`src/rtl/clk_div_pkg.sv`:
```
// Shared constants and helpers for the clock divider bank.
package clk_div_pkg;

  localparam int unsigned CLK_DIV_WIDTH_MAX = 32;
  localparam int unsigned CLK_DIV_NCH_MAX   = 16;

  function automatic int unsigned clog2(input int unsigned v);
    int unsigned r;
    r = 0;
    while ((64'd1 << r) < 64'(v)) r++;
    return r;
  endfunction

  // Channel-select width; a single-channel bank still gets a 1-bit select.
  function automatic int unsigned chw_of(input int unsigned nch);
    return (nch > 1) ? clog2(nch) : 1;
  endfunction

endpackage

```
`src/rtl/clk_div_chan.sv`:
```
// One divider channel: counter, active/shadow divisor, 50%-duty clock and toggle strobe.
module clk_div_chan #(
  parameter int unsigned       WIDTH   = 8,
  parameter logic [WIDTH-1:0]  RST_VAL = '0
) (
  input  logic             i_clk,
  input  logic             i_rst_n,
  input  logic             i_en,
  input  logic             i_sync,
  input  logic             i_wr,
  input  logic [WIDTH-1:0] i_div,
  output logic             o_pend,
  output logic             o_clk,
  output logic             o_tick
);

  logic [WIDTH-1:0] cnt;
  logic [WIDTH-1:0] active;
  logic [WIDTH-1:0] shadow;
  logic             tc;
  logic             commit;

  always_comb begin
    tc     = (cnt == active);
    // Only a pend flag set before this edge commits; a coincident write waits.
    commit = o_pend && (!i_en || i_sync || tc);
  end

  always_ff @(posedge i_clk or negedge i_rst_n) begin
    if (!i_rst_n) begin
      cnt    <= '0;
      active <= RST_VAL;
      shadow <= RST_VAL;
      o_pend <= 1'b0;
      o_clk  <= 1'b0;
      o_tick <= 1'b0;
    end else begin
      if (!i_en || i_sync) begin
        cnt    <= '0;
        o_clk  <= 1'b0;
        o_tick <= 1'b0;
      end else if (tc) begin
        cnt    <= '0;
        o_clk  <= ~o_clk;
        o_tick <= 1'b1;
      end else begin
        cnt    <= cnt + WIDTH'(1);
        o_tick <= 1'b0;
      end

      if (commit) active <= shadow;

      if (i_wr) begin
        shadow <= i_div;
        o_pend <= 1'b1;
      end else if (commit) begin
        o_pend <= 1'b0;
      end
    end
  end

endmodule

```
`src/rtl/clk_div_bank.sv`:
```
// Bank of NCH programmable clock dividers with glitch-free divisor updates.
// Define CLK_DIV_SYNC_EN to add the i_sync bank phase-realign input.
module clk_div_bank
  import clk_div_pkg::*;
#(
  parameter  int unsigned NCH     = 4,
  parameter  int unsigned WIDTH   = 8,
  parameter  int unsigned RST_DIV = 0,
  localparam int unsigned CHW     = chw_of(NCH)
) (
  input  logic             i_clk,
  input  logic             i_rst_n,
  input  logic [NCH-1:0]   i_en,
  input  logic             i_div_wr,
  input  logic [CHW-1:0]   i_div_ch,
  input  logic [WIDTH-1:0] i_div,
  output logic [NCH-1:0]   o_pend,
  output logic [NCH-1:0]   o_clk,
  output logic [NCH-1:0]   o_tick
`ifdef CLK_DIV_SYNC_EN
  ,
  input  logic             i_sync
`endif
);

  logic sync;

`ifdef CLK_DIV_SYNC_EN
  assign sync = i_sync;
`else
  assign sync = 1'b0;
`endif

  // Out-of-range channel numbers match no channel, so such writes are dropped.
  for (genvar g = 0; g < NCH; g++) begin : g_ch
    logic wr;
    assign wr = i_div_wr && (i_div_ch == CHW'(g));

    clk_div_chan #(
      .WIDTH   (WIDTH),
      .RST_VAL (WIDTH'(RST_DIV))
    ) u_chan (
      .i_clk   (i_clk),
      .i_rst_n (i_rst_n),
      .i_en    (i_en[g]),
      .i_sync  (sync),
      .i_wr    (wr),
      .i_div   (i_div),
      .o_pend  (o_pend[g]),
      .o_clk   (o_clk[g]),
      .o_tick  (o_tick[g])
    );
  end

endmodule

```
`config.mk`:
```
export PLATFORM = sky130hd
export DESIGN_NAME = clk_div_bank
export DESIGN_NICKNAME = d
export VERILOG_FILES = /design/src/rtl/clk_div_pkg.sv /design/src/rtl/clk_div_chan.sv /design/src/rtl/clk_div_bank.sv
export SDC_FILE = /design/constraint.sdc
export NUM_CORES = 1
export LEC_CHECK = 0
export CAP_MARGIN = 20
export CORE_MARGIN = 3
export CORE_UTILIZATION = 33
export DETAILED_ROUTE_END_ITERATION = 8
export PLACE_DENSITY = 0.59
export SKIP_LAST_GASP = 1
export SYNTH_ARGS = -nofsm -noshare
export SYNTH_HDL_FRONTEND = slang
export SYNTH_SLANG_ARGS = --single-unit
```
`constraint.sdc`:
```
create_clock -name i_clk -period 1.6 [get_ports i_clk]
set_input_delay 0.24 -clock i_clk [delete_from_list [all_inputs] [get_ports i_clk]]
set_output_delay 0.24 -clock i_clk [all_outputs]
set_load 0.005 [all_outputs]
```
# [Yosys cells after proc, flatten, opt, wreduce, memory -nomap -nowiden]
# Cells that the tools add are included.
[classes] addsub=4 n_mul=0 div_mod_pow=0 n_lt_le_gt_ge=0 eq_ne=11 shift=0 mux=32 bitwise_logic=4 n_reduce_logical=21
[op_table] op="8-bit 2-to-1 mux" count=8
[op_table] op="8-bit by 1-bit adder with 8-bit output, second input constant" count=4
[op_table] op="8-bit equality test" count=4
[op_table] op="1-bit 2-to-1 mux" count=24
[op_table] op="1-bit logical AND" count=8
[op_table] op="2-bit by 1-bit inequality test with 1-bit output, second input constant" count=4
[op_table] op="2-bit nonzero test" count=4
[op_table] op="2-bit equality test, second input constant" count=2
[op_table] op="1-bit logical NOT" count=4
[op_table] op="1-bit logical OR" count=4
[op_table] op="1-bit NOT" count=4
[op_table] op="2-bit by 1-bit equality test with 1-bit output, second input constant" count=1
[op_table] op="2-bit logical NOT" count=1
[totals] reg_bits=108 latch_bits=0 ram_bits=0 romBits=0 elab_cells=96 memories=0

# [Logic depth before layout (Yosys ltp)]
# Gate-level depths: netlist of the first run.
[depth] word_depth=5 ltp_mapped=5 depth_no_buf=5

# [Hierarchy]
# From an unflattened synthesis of the first run, not the netlist that was laid out.
[unflattened] hier_cells=461 area_unflattened_um2=5126.2
[by_module_without_submodules] mod="clk_div_chan" instances=4 cells_per_inst=114 area_per_inst_um2=1271.2 seq_area_each_um2=675.6
[by_module_without_submodules] mod="clk_div_bank" instances=1 cells_per_inst=5 area_per_inst_um2=41.3 seq_area_each_um2=0.0

# [Worst setup path after synthesis of the first run]
# Ideal clock, no wire load.
[synth_path] path_type="register to register" start="register g_ch[3].u_chan.cnt[0]" end="register g_ch[3].u_chan.o_pend" setup_time_ns=0.145 t_arrival_ns=1.165 required_time_ns=1.455 slack_ns=0.290 path_stages_with_launch=5 cell_sequence="dfrtp_1 -> xnor2_1 -> nand4_1 -> o21ai_1 -> o21ai_0"
[synth_between] elab_chain_len=4
[synth_rtl] element="from (decl)" line_no="clk_div_chan.sv:17" text="logic [WIDTH-1:0] cnt;"
[synth_rtl] element="from (signal assigned)" line_no="clk_div_chan.sv:47" text="cnt <= cnt + WIDTH'(1);"
[synth_rtl] element="8-bit equality test" line_no="clk_div_chan.sv:24" text="tc = (cnt == active);"
[synth_rtl] element="1-bit logical OR" line_no="clk_div_chan.sv:26" text="commit = o_pend && (!i_en || i_sync || tc);"
[synth_rtl] element="1-bit logical AND" line_no="clk_div_chan.sv:26"
[synth_rtl] element="2-bit nonzero test (no source line)"
[synth_rtl] element="to (signal assigned)" line_no="clk_div_chan.sv:34" text="o_pend <= 1'b0;"
[synth_rtl] element="to (signal assigned)" line_no="clk_div_chan.sv:55" text="o_pend <= 1'b1;"
[synth_rtl] element="to (signal assigned)" line_no="clk_div_chan.sv:57" text="o_pend <= 1'b0;"
[synth_rtl] element="to (decl)" line_no="clk_div_chan.sv:12" text="output logic o_pend,"
# No other way between the ends.
# A chain may end at the register's enable or synchronous reset.

# [Final worst setup path of the first run]
[layout_path] start="register g_ch[3].u_chan.cnt[5]" end="register g_ch[3].u_chan.active[6]"
[layout_between] elab_chain_len=3
[layout_rtl] element="8-bit equality test" line_no="clk_div_chan.sv:24"
[layout_rtl] element="1-bit logical OR" line_no="clk_div_chan.sv:26"
[layout_rtl] element="1-bit logical AND" line_no="clk_div_chan.sv:26"
[layout_rtl] element="to (signal assigned)" line_no="clk_div_chan.sv:51" text="if (commit) active <= shadow;"
[layout_rtl] element="to (decl)" line_no="clk_div_chan.sv:18" text="logic [WIDTH-1:0] active;"
# No other way between the ends.

==> results of run 1 <==
-- synthesized netlist by cell type --
library cell,n
o21ai_0,5
nand3_1,12
clkbuf_1,5
and3_1,8
buf_6,1
nand2_1,57
nor2_1,28
and2_1,7
buf_4,12
buf_2,11
dfrtp_1,108
o211ai_1,64
o21a_1,4
o21ai_1,6
buf_1,3
nand2b_1,8
a21o_1,1
ha_1,4
nand3b_1,2
inv_1,4
mux2_2,32
xnor2_1,41
nor3b_4,1
clkinv_1,3
a21oi_1,4
nand4_1,11
or3_1,4
nor3_1,4
xor2_1,15
-- layout make-up --
type	instances	area, µm²
clock buffer	10	239.0
inverter	7	26.28
clock inverter	6	38.79
tap	184	230.2
timing repair buffer	79	729.5
multi-input combinational	318	2200
sequential	108	2708
fill	1402	8638
-- power groups by stage --
stage / sequential [W] / clock (W) / combinational [W]
2_1_floorplan: 0.00329 / 0 / 0.000639
3_3_place_gp: 0.00335 / 0 / 0.000905
3_5_place_dp: 0.00337 / 0 / 0.000942
4_1_cts: 0.00332 / 0.00219 / 0.000948
5_1_grt: 0.00336 / 0.00231 / 0.00110
6_report: 0.00332 / 0.00212 / 0.000973
-- kinds of logic after synthesis --
logic type | synth area share [%]
flip-flops | 53.20
AO/OA/AOI/OAI | 11.67
adder cells (fa/ha/maj) | 0.9853
multiplexers | 7.094
AND/OR/NAND/NOR | 13.20
XOR/XNOR | 9.655
buffers and inverters | 4.187
-- timing repair --
item | 4_1_cts | 5_1_grt
hold buffers | 1 | 0
setup buffers | 0 | 12
gates resized for setup | 0 | 13
setup endpoints to repair | 0 | 37
hold endpoints to repair | 24 | 0
-- metrics by stage --
step / worst slack (ns) / TNS [ns] / area [µm²]
floorplan: 0.2904 / 0 / 5080
finish: 0.05426 / 0 / 6171
global route: -0.03602 / -0.1454 / 6171
detailed placement: -0.04464 / -0.2761 / 5749
CTS: 0.01223 / 0 / 6037
global placement: -0.003735 / -0.02647 / 5749
-- metal layers --
layer  track usage [%]  vias to the layer above  part of all wire [%]  routed length, µm
met3             3.234                        7                   3.6                381
li1                  -                     1734                     -                  -
met5                 0                        -                     0                  0
met2             20.79                       57                    47               5013
met4             4.401                        0                  0.72                 76
met1             18.33                     1759                    48               5096
-- registers in the layout (all words and copies together), names as in the netlist --
signal              count
g_ch.u_chan.o_pend      4
g_ch.u_chan.o_tick      4
g_ch.u_chan.shadow     32
g_ch.u_chan.o_clk       4
g_ch.u_chan.active     32
g_ch.u_chan.cnt        32
-- worst max-delay path: stages (launching register included) --
cell and delay [ns]:
dfrtp_2 0.44, xnor2_2 0.16, nand4_1 0.26, buf_6 0.24, o211ai_1 0.19, o211ai_1 0.13
-- final timing paths --
path | to | slack (ns) | depth (start not counted)
worst min-delay path | g_ch[3].u_chan.active[2]$_DFFE_PN0P_ | 0.36 | 2
max in group asynchronous | g_ch[2].u_chan.cnt[5]$_DFF_PN0_ | 0.66 | 3
worst max register to register | g_ch[3].u_chan.active[6]$_DFFE_PN0P_ | 0.05 | 5
worst max-delay path | g_ch[3].u_chan.active[6]$_DFFE_PN0P_ | 0.05 | 5
worst min register to register | g_ch[1].u_chan.shadow[3]$_DFFE_PN0P_ | 0.51 | 1
min in group i_clk | g_ch[1].u_chan.shadow[3]$_DFFE_PN0P_ | 0.51 | 1
==> metrics, run 1 <==
Net Switching=approximately 0.0017 W; largest area contributor in the netlist=dfrtp_1; status=completed; most frequent cells in the layout=dfrtp_1 (104), o211ai_1 (64), nand2_1 (57), buf_4 (45), xnor2_1 (37); gpl congestion=0.7575; post-route ant nets=0; reg2reg start=g_ch[3].u_chan.cnt[5]$_DFF_PN0_; register area share after synthesis=a little over half; max_cap viols=0; sequential share of power=51.8%; kind of end point of the critical path=flop; Internal Power=~0.0047 W; Sw Share=approximately 27%; Clock Skews=0.008573 ns; leakage power=roughly 2.6 nW; Vias per Instance=~5; initial DRC count=roughly 170; initial antenna violation count=0; number of global-route vias before repair=3569; CTS clk-pin slew, worst paths=roughly 0.070 ns; hpwl dp=~7.4 mm; I/O Pins=29; first-pass GRT wire length=17.84 mm; worst vdd ir=around 600 µV; Power Density=approximately 1000 mW/mm²; Mapped Cells=465; Worst EP arrival=~1.8 ns; CTS H-tree lvls=3; Buffers on Ports=28; startpoint types=flop; final hold violation count=0; drt wl/cell=between 10 and 15 µm; Fmax achieved=646.9 MHz; share of cells above drive strength 1=21.21%; core area=between 0.01 and 0.015 mm²; Logic pwr share=15.2%; CTS Sinks=approximately 110; Die W=130.1 µm; Final Util=between 40% and 50%; worst path required time=1.82 ns; mapped cell area=~0.0051 mm²; total CTS buffers=9; largest net degree at the start of global routing=45; clock buffer depth=2; worst skew pair latency=0.35 ns; Nets=544; placed cells=around 680; min Tclk post-route=approximately 1.5 ns; Ant. Diodes=0; Critical Path Source=g_ch[3].u_chan.cnt[5]$_DFF_PN0_; Die Y=approximately 130 µm; Final Max Slew Viols=0; Worst Setup Path Type=flop to flop; setup violators final=0; Max-slew headroom=roughly 73%; clock power share=between 30% and 40%; WHS=roughly 0.36 ns; Synth area leaders=dfrtp_1 (53%), o211ai_1 (9.5%), mux2_2 (7.1%); Overall Global Routing Usage=approximately an eighth; commonest non-fill, non-tap cell in the layout=dfrtp_1; # DRC=0; final wirelength=roughly 11 mm; die area=0.01692 mm²; CTS tree=done; Finished Layout Cells=between 700 and 800; Std-Cell Rows=44; Synth Register Bits=roughly 110; Initial Util=34.30%; number of distinct library cells after synthesis=29; Design Power=0.006413 W; Hold Crit Class=input port to asynchronous set/reset pin; root buffer cell=clkbuf_16; Synth top area share=roughly 53%; Worst Path Max Fanout=8; via count=approximately 3600; Slew @ Worst Pin=approximately 0.4 ns; Congestion Overflow GR=0; synth-to-layout area growth=21.48%; Yosys warnings=0; Final period util=approximately 97%; RSZ-0062 raised after global routing=true; syn_nets=between 400 and 500; DR pass1 iterations=4; Avg Cell Area, Syn=around 11 µm²
Note: power is estimated with default switching activity, not from simulation.
==> run 2, diff against run 1 <==
--- a/config.mk
+++ b/config.mk
@@ -8,6 +8,7 @@
 export CAP_MARGIN = 20
 export CORE_MARGIN = 3
 export CORE_UTILIZATION = 33
+export CTS_BUF_LIST = sky130_fd_sc_hd__clkbuf_4
 export DETAILED_ROUTE_END_ITERATION = 8
 export PLACE_DENSITY = 0.59
 export SKIP_LAST_GASP = 1
==> run 2 against run 1 <==
Utilization fell by 0.48 points. Wire length rose by 1.3%. Largest cell class unchanged. Die area did not move.
==> metrics, run 2 (synthesis gave the netlist of run 1 again) <==
CTS Sinks=108 (unchanged); min Tclk post-route=1.561 ns (+0.01537 ns); I/O Pins=29 (unchanged); worst skew pair latency=0.47 ns (+0.12 ns); initial DRC count=236 (+40%); Worst EP arrival=1.97 ns (+0.20 ns); Die Y=130.1 µm (unchanged); Std-Cell Rows=44 (unchanged); post-route cell area=0.006100 mm² (-1.2%); first-pass GRT wire length=18.02 mm (+0.96%); setup violators final=0 (unchanged); setup ws final=0.03889 ns (-0.01537 ns); status=completed; gpl congestion=0.7575 (unchanged); leakage power=2.632 nW (+3.0%); clock buffer depth=2 (unchanged); Top Usage Layer GRT=met2; synth-to-layout area growth=20.07%; Fmax achieved=640.6 MHz (-0.98%); die area=0.01692 mm² (unchanged); dpl ws=-0.04464 ns (unchanged); Net Switching=0.001602 W (-6.7%); Final period util=97.57% (+0.96 points); Vias per Instance=4.950 (-0.91%); final hold violation count=0 (unchanged); Worst Setup Path Type=flop to flop; RSZ-0062 raised after global routing=true; share of cells above drive strength 1=23.15% (+1.9 points); Final Max Slew Viols=0 (unchanged); CTS clk-pin slew, worst paths=0.16 ns (+0.09 ns); GR Layer Usage met2=20.88% (+0.091 points); kind of end point of the critical path=flop; hpwl dp=7.440 mm (unchanged); DR pass1 iterations=4 (unchanged); Final Util=41.19% (-0.48 points); Clock Skews=0.01824 ns (+0.009672 ns); total CTS buffers=9 (unchanged); Max-slew headroom=72.89% (+0.31 points); Ant. Diodes=0 (unchanged); sequential share of power=60.1% (+8.3 points); root buffer cell=clkbuf_4; final wirelength=10.70 mm (+1.3%); Buffers on Ports=28 (unchanged); met1 Use GR=18.44% (+0.11 points); worst vdd ir=567.2 µV (-5.8%); post-route ant nets=0 (unchanged); Overall Global Routing Usage=13.34% (about the same); Power Density=904.0 mW/mm² (-13%); Congestion Overflow GR=0 (unchanged); Initial Util=34.30% (unchanged); Die W=130.1 µm (unchanged); Hold Crit Class=input port to asynchronous set/reset pin; largest net degree at the start of global routing=45 (unchanged); Slew @ Worst Pin=0.4066 ns (-0.004608 ns); # DRC=0 (unchanged); commonest non-fill, non-tap cell in the layout=dfrtp_1; most frequent cells in the layout=dfrtp_1 (101), o211ai_1 (64), nand2_1 (57), buf_4 (55), xnor2_1 (38); max_cap viols=0 (unchanged); initial antenna violation count=0 (unchanged); CTS tree=done; number of global-route vias before repair=3633 (+1.8%); drt wl/cell=14.78 µm (-0.40%); Internal Power=0.003912 W (-17%); CTS H-tree lvls=3 (unchanged); Largest regs=g_ch.u_chan.active: 32 flops, g_ch.u_chan.cnt: 32 flops, g_ch.u_chan.shadow: 32 flops; clock power share=22.1% (-11 points); met3 Usage GRT=3.848% (+0.61 points); worst path required time=2.01 ns (+0.19 ns); Logic pwr share=17.9% (+2.7 points); setup TNS=0 ns (unchanged); Sw Share=29.06% (+2.3 points); core area=0.01481 mm² (unchanged); dpl cell area=0.005749 mm² (unchanged); Nets=556 (+2.2%); startpoint types=flop; Design Power=0.005514 W (-14%); Layout fillers=1409 (+0.50%); via count=3584 (+0.76%); Worst Path Max Fanout=4 (-4)
-- run 2: power by group through the flow --
stage          sequential (W)  clock (W)  combinational, W
2_1_floorplan         0.00329          0          0.000639
3_3_place_gp          0.00335          0          0.000905
3_5_place_dp          0.00337          0          0.000942
4_1_cts               0.00331    0.00129          0.000945
5_1_grt               0.00336    0.00141           0.00111
6_report              0.00331    0.00122          0.000985
-- run 2: timing repair --
action                     CTS  global route
hold endpoints to repair    44             0
setup buffers                5            19
resized for setup            9            21
setup endpoints to repair   11            45
pin swaps                    3            17
hold buffers                 1             0
-- run 2: path summary, 6_finish.rpt --
path | from | endpoint | slack, ns | depth (start not counted)
min | i_rst_n | g_ch[3].u_chan.active[2]$_DFFE_PN0P_ | 0.22 | 2
max in group asynchronous | i_rst_n | g_ch[1].u_chan.cnt[0]$_DFF_PN0_ | 0.78 | 3
max | g_ch[0].u_chan.active[6]$_DFFE_PN0P_ | g_ch[0].u_chan.o_clk$_DFFE_PN0P_ | 0.04 | 5
min reg2reg | g_ch[1].u_chan.cnt[0]$_DFF_PN0_ | g_ch[1].u_chan.cnt[0]$_DFF_PN0_ | 0.50 | 1
max reg2reg | g_ch[0].u_chan.active[6]$_DFFE_PN0P_ | g_ch[0].u_chan.o_clk$_DFFE_PN0P_ | 0.04 | 5
min in group i_clk | i_en[2] | g_ch[2].u_chan.o_clk$_DFFE_PN0P_ | 0.39 | 3
-- run 2: cell type report --
type / instances / area [µm²] / share of cell area (%)
Clock buffer: 9 / 67.56 / 1.108
Clock inverter: 7 / 42.54 / 0.6974
Inverter: 7 / 26.28 / 0.4308
Multi-Input combinational cell: 318 / 2198 / 36.04
Sequential cell: 108 / 2711 / 44.45
Tap cell: 184 / 230.2 / 3.774
Timing Repair Buffer: 91 / 823.3 / 13.50
-- run 2: through the flow --
stage	hold slack [ns]	std cells
after global placement	0.1951	683
final	0.2239	724
after global routing	0.1992	724
after detailed placement	0.1979	683
after CTS	0.1985	705
after floorplan	-0.05559	465
-- run 2: per-layer routing --
| layer | routed length (µm) | part of all wire [%] |
|---|---|---|
| met1 | 5174 | 48 |
| met2 | 5075 | 47 |
| met4 | 96 | 0.90 |
| met5 | 0 | 0 |
| met3 | 355 | 3.3 |
-- run 2: critical path, stage by stage (launching register included) --
cell     delay, ns
dfrtp_1       0.44
xnor2_1       0.17
nand4_1       0.20
buf_4         0.21
or3_1         0.34
a21oi_1       0.14
==> run 3, diff against run 2 <==
--- a/config.mk
+++ b/config.mk
@@ -10,6 +10,7 @@
 export CORE_UTILIZATION = 33
 export CTS_BUF_LIST = sky130_fd_sc_hd__clkbuf_4
 export DETAILED_ROUTE_END_ITERATION = 8
+export GPL_TIMING_DRIVEN = 0
 export PLACE_DENSITY = 0.59
 export SKIP_LAST_GASP = 1
 export SYNTH_ARGS = -nofsm -noshare
==> run 3 against run 2 <==
Non-clock buffer count fell by 9. Register-to-register slack improved by 0.04 ns. Global-route usage shrank 0.98 points. Hold slack better by 0.044 ns. Clock power barely moved. Wire length shrank 6.9%. Combinational power fell by 8.0%. Via count is 0.28% higher. Sequential power about the same. Cell count shrank 1.2%. Critical path type unchanged. Largest cell class unchanged. Largest power group unchanged.
==> metrics, run 3 (synthesis gave the netlist of run 1 again) <==
placed cells=678 (-0.73%); Initial Util=34.30% (unchanged); CTS Sinks=108 (unchanged); final wirelength=9.961 mm (-6.9%); Vias per Instance=5.027 (+1.5%); share of cells above drive strength 1=19.96% (-3.2 points); drt wl/cell=13.93 µm (-5.8%); Power Density=914.6 mW/mm² (+1.2%); Die Y=130.1 µm (unchanged); post-route ant nets=0 (unchanged); Final period util=94.84% (-2.7 points); DR pass1 iterations=5 (+1); Top Usage Layer GRT=met2; kind of end point of the critical path=flop; Layout fillers=1452 (+3.1%); setup TNS=0 ns (unchanged); Internal Power=0.003858 W (-1.4%); first-pass GRT wire length=17.05 mm (-5.4%); sequential share of power=60.9% (+0.8 points); dpl ws=-0.1838 ns (-0.1392 ns); setup ws final=0.08258 ns (+0.04369 ns); Logic pwr share=16.7% (-1.2 points); core area=0.01481 mm² (unchanged); setup violators final=0 (unchanged); GR Layer Usage met2=19.67% (-1.2 points); Overall Global Routing Usage=12.36% (-0.98 points); most frequent cells in the layout=dfrtp_1 (104), o211ai_1 (64), nand2_1 (57), xnor2_1 (41), buf_4 (33); final hold violation count=0 (unchanged); CTS tree=done; Hold Crit Class=input port to asynchronous set/reset pin; Finished Layout Cells=715 (-1.2%); Worst Setup Path Type=flop to flop; Largest regs=g_ch.u_chan.active: 32 flops, g_ch.u_chan.cnt: 32 flops, g_ch.u_chan.shadow: 32 flops; total CTS buffers=9 (unchanged); Worst EP arrival=1.84 ns (-0.13 ns); commonest non-fill, non-tap cell in the layout=dfrtp_1; clock buffer depth=2 (unchanged); leakage power=2.500 nW (-5.0%); Final Max Slew Viols=0 (unchanged); clock power share=22.4% (+0.3 points); die area=0.01692 mm² (unchanged); crit-path cells=xnor2_1 > nand4_1 > buf_4 > o21ai_2 > o21ai_0; slowest CP cell=dfrtp_2; worst vdd ir=319.7 µV (-44%); largest net degree at the start of global routing=72 (+60%); Fmax achieved=659.0 MHz (+2.9%); Slew @ Worst Pin=0.5225 ns (+0.1158 ns); WP buf/inv=1 (unchanged); initial antenna violation count=0 (unchanged); Buffers on Ports=28 (unchanged); worst skew pair latency=0.46 ns (about the same); root buffer cell=clkbuf_4; synth-to-layout area growth=16.63%; Nets=547 (-1.6%); worst path required time=1.93 ns (-0.08 ns); # DRC=0 (unchanged); hpwl dp=6.852 mm (-7.9%); Max-slew headroom=65.13% (-7.8 points); Net Switching=0.001561 W (-2.6%); Sw Share=28.80% (-0.26 points); Congestion Overflow GR=0 (unchanged); Ant. Diodes=0 (unchanged); met3 Usage GRT=1.760% (-2.1 points); gpl congestion=0.7801 (+3.0%); CTS clk-pin slew, worst paths=0.16 ns (about the same); startpoint types=flop; Worst Path Max Fanout=8 (+4); area of the multi-input gates=0.002183 mm² (-0.68%); RSZ-0062 raised after global routing=true; via count=3594 (+0.28%); number of global-route vias before repair=3653 (+0.55%); status=completed; register area=0.002708 mm² (-0.14%); I/O Pins=29 (unchanged); met1 Use GR=17.05% (-1.4 points); min Tclk post-route=1.517 ns (-0.04369 ns); Clock Skews=0.01700 ns (-0.001246 ns); delay-heaviest family, CP=flip-flops; CTS H-tree lvls=3 (unchanged); Std-Cell Rows=44 (unchanged); initial DRC count=256 (+8.5%); Die W=130.1 µm (unchanged); max_cap viols=0 (unchanged); slowest stage delay, CP=0.48 ns (+0.04 ns)
run 3: worst paths after layout:
check                                                     start                                 to  slack [ns]  cells past startpoint
worst max-delay path            g_ch[3].u_chan.cnt[0]$_DFF_PN0_  g_ch[3].u_chan.o_pend$_DFFE_PN0P_        0.08                      5
worst min-delay path                                    i_rst_n    g_ch[3].u_chan.cnt[3]$_DFF_PN0_        0.27                      2
worst max register to register  g_ch[3].u_chan.cnt[0]$_DFF_PN0_  g_ch[3].u_chan.o_pend$_DFFE_PN0P_        0.08                      5
worst min register to register  g_ch[2].u_chan.cnt[0]$_DFF_PN0_    g_ch[2].u_chan.cnt[0]$_DFF_PN0_        0.51                      1
max in group asynchronous                               i_rst_n    g_ch[2].u_chan.cnt[4]$_DFF_PN0_        0.58                      3
min in group i_clk              g_ch[2].u_chan.cnt[0]$_DFF_PN0_    g_ch[2].u_chan.cnt[0]$_DFF_PN0_        0.51                      1
run 3: final cells by class:
type / count / area share, %
Buffer: 29 / 3.316
Clock inverter: 7 / 0.7392
Tap cell: 184 / 3.886
Inverter: 7 / 0.4435
Sequential cell: 108 / 45.70
Multi-Input combinational cell: 318 / 36.85
Timing Repair Buffer: 53 / 7.920
Clock buffer: 9 / 1.140
run 3: power by group through the flow:
stage          clock network [W]  logic [W]  registers [W]
6_report                 0.00121   0.000906        0.00330
5_1_grt                  0.00138    0.00103        0.00335
4_1_cts                  0.00127   0.000888        0.00331
3_5_place_dp                   0   0.000877        0.00336
3_3_place_gp                   0   0.000846        0.00336
2_1_floorplan                  0   0.000639        0.00329
run 3: timing repair:
action | 4_1_cts | 5_1_grt
endpoints found under the setup margin | 22 | 47
buffers inserted | 5 | 15
hold buffers | 1 | 0
endpoints found under the hold margin | 37 | 0
pin swaps | 0 | 16
cloned | 0 | 3
gates resized for setup | 15 | 20
run 3: routing by layer:
layer	vias up	part of all wire, %
met3	13	2.4
met1	1797	49
li1	1740	-
met2	44	47
met5	-	0
met4	0	1.6
run 3: stage by stage:
step | util (%) | cell area (µm²) | hold WS [ns] | power (W)
finish | 40.01 | 5924 | 0.2683 | 0.005419
detailed placement | 37.92 | 5615 | 0.2449 | 0.004240
CTS | 38.98 | 5773 | 0.2533 | 0.005464
floorplan | - | 5080 | -0.05559 | 0.003931
global route | 40.01 | 5924 | 0.2934 | 0.005754
global placement | 37.75 | 5590 | 0.4894 | 0.004204
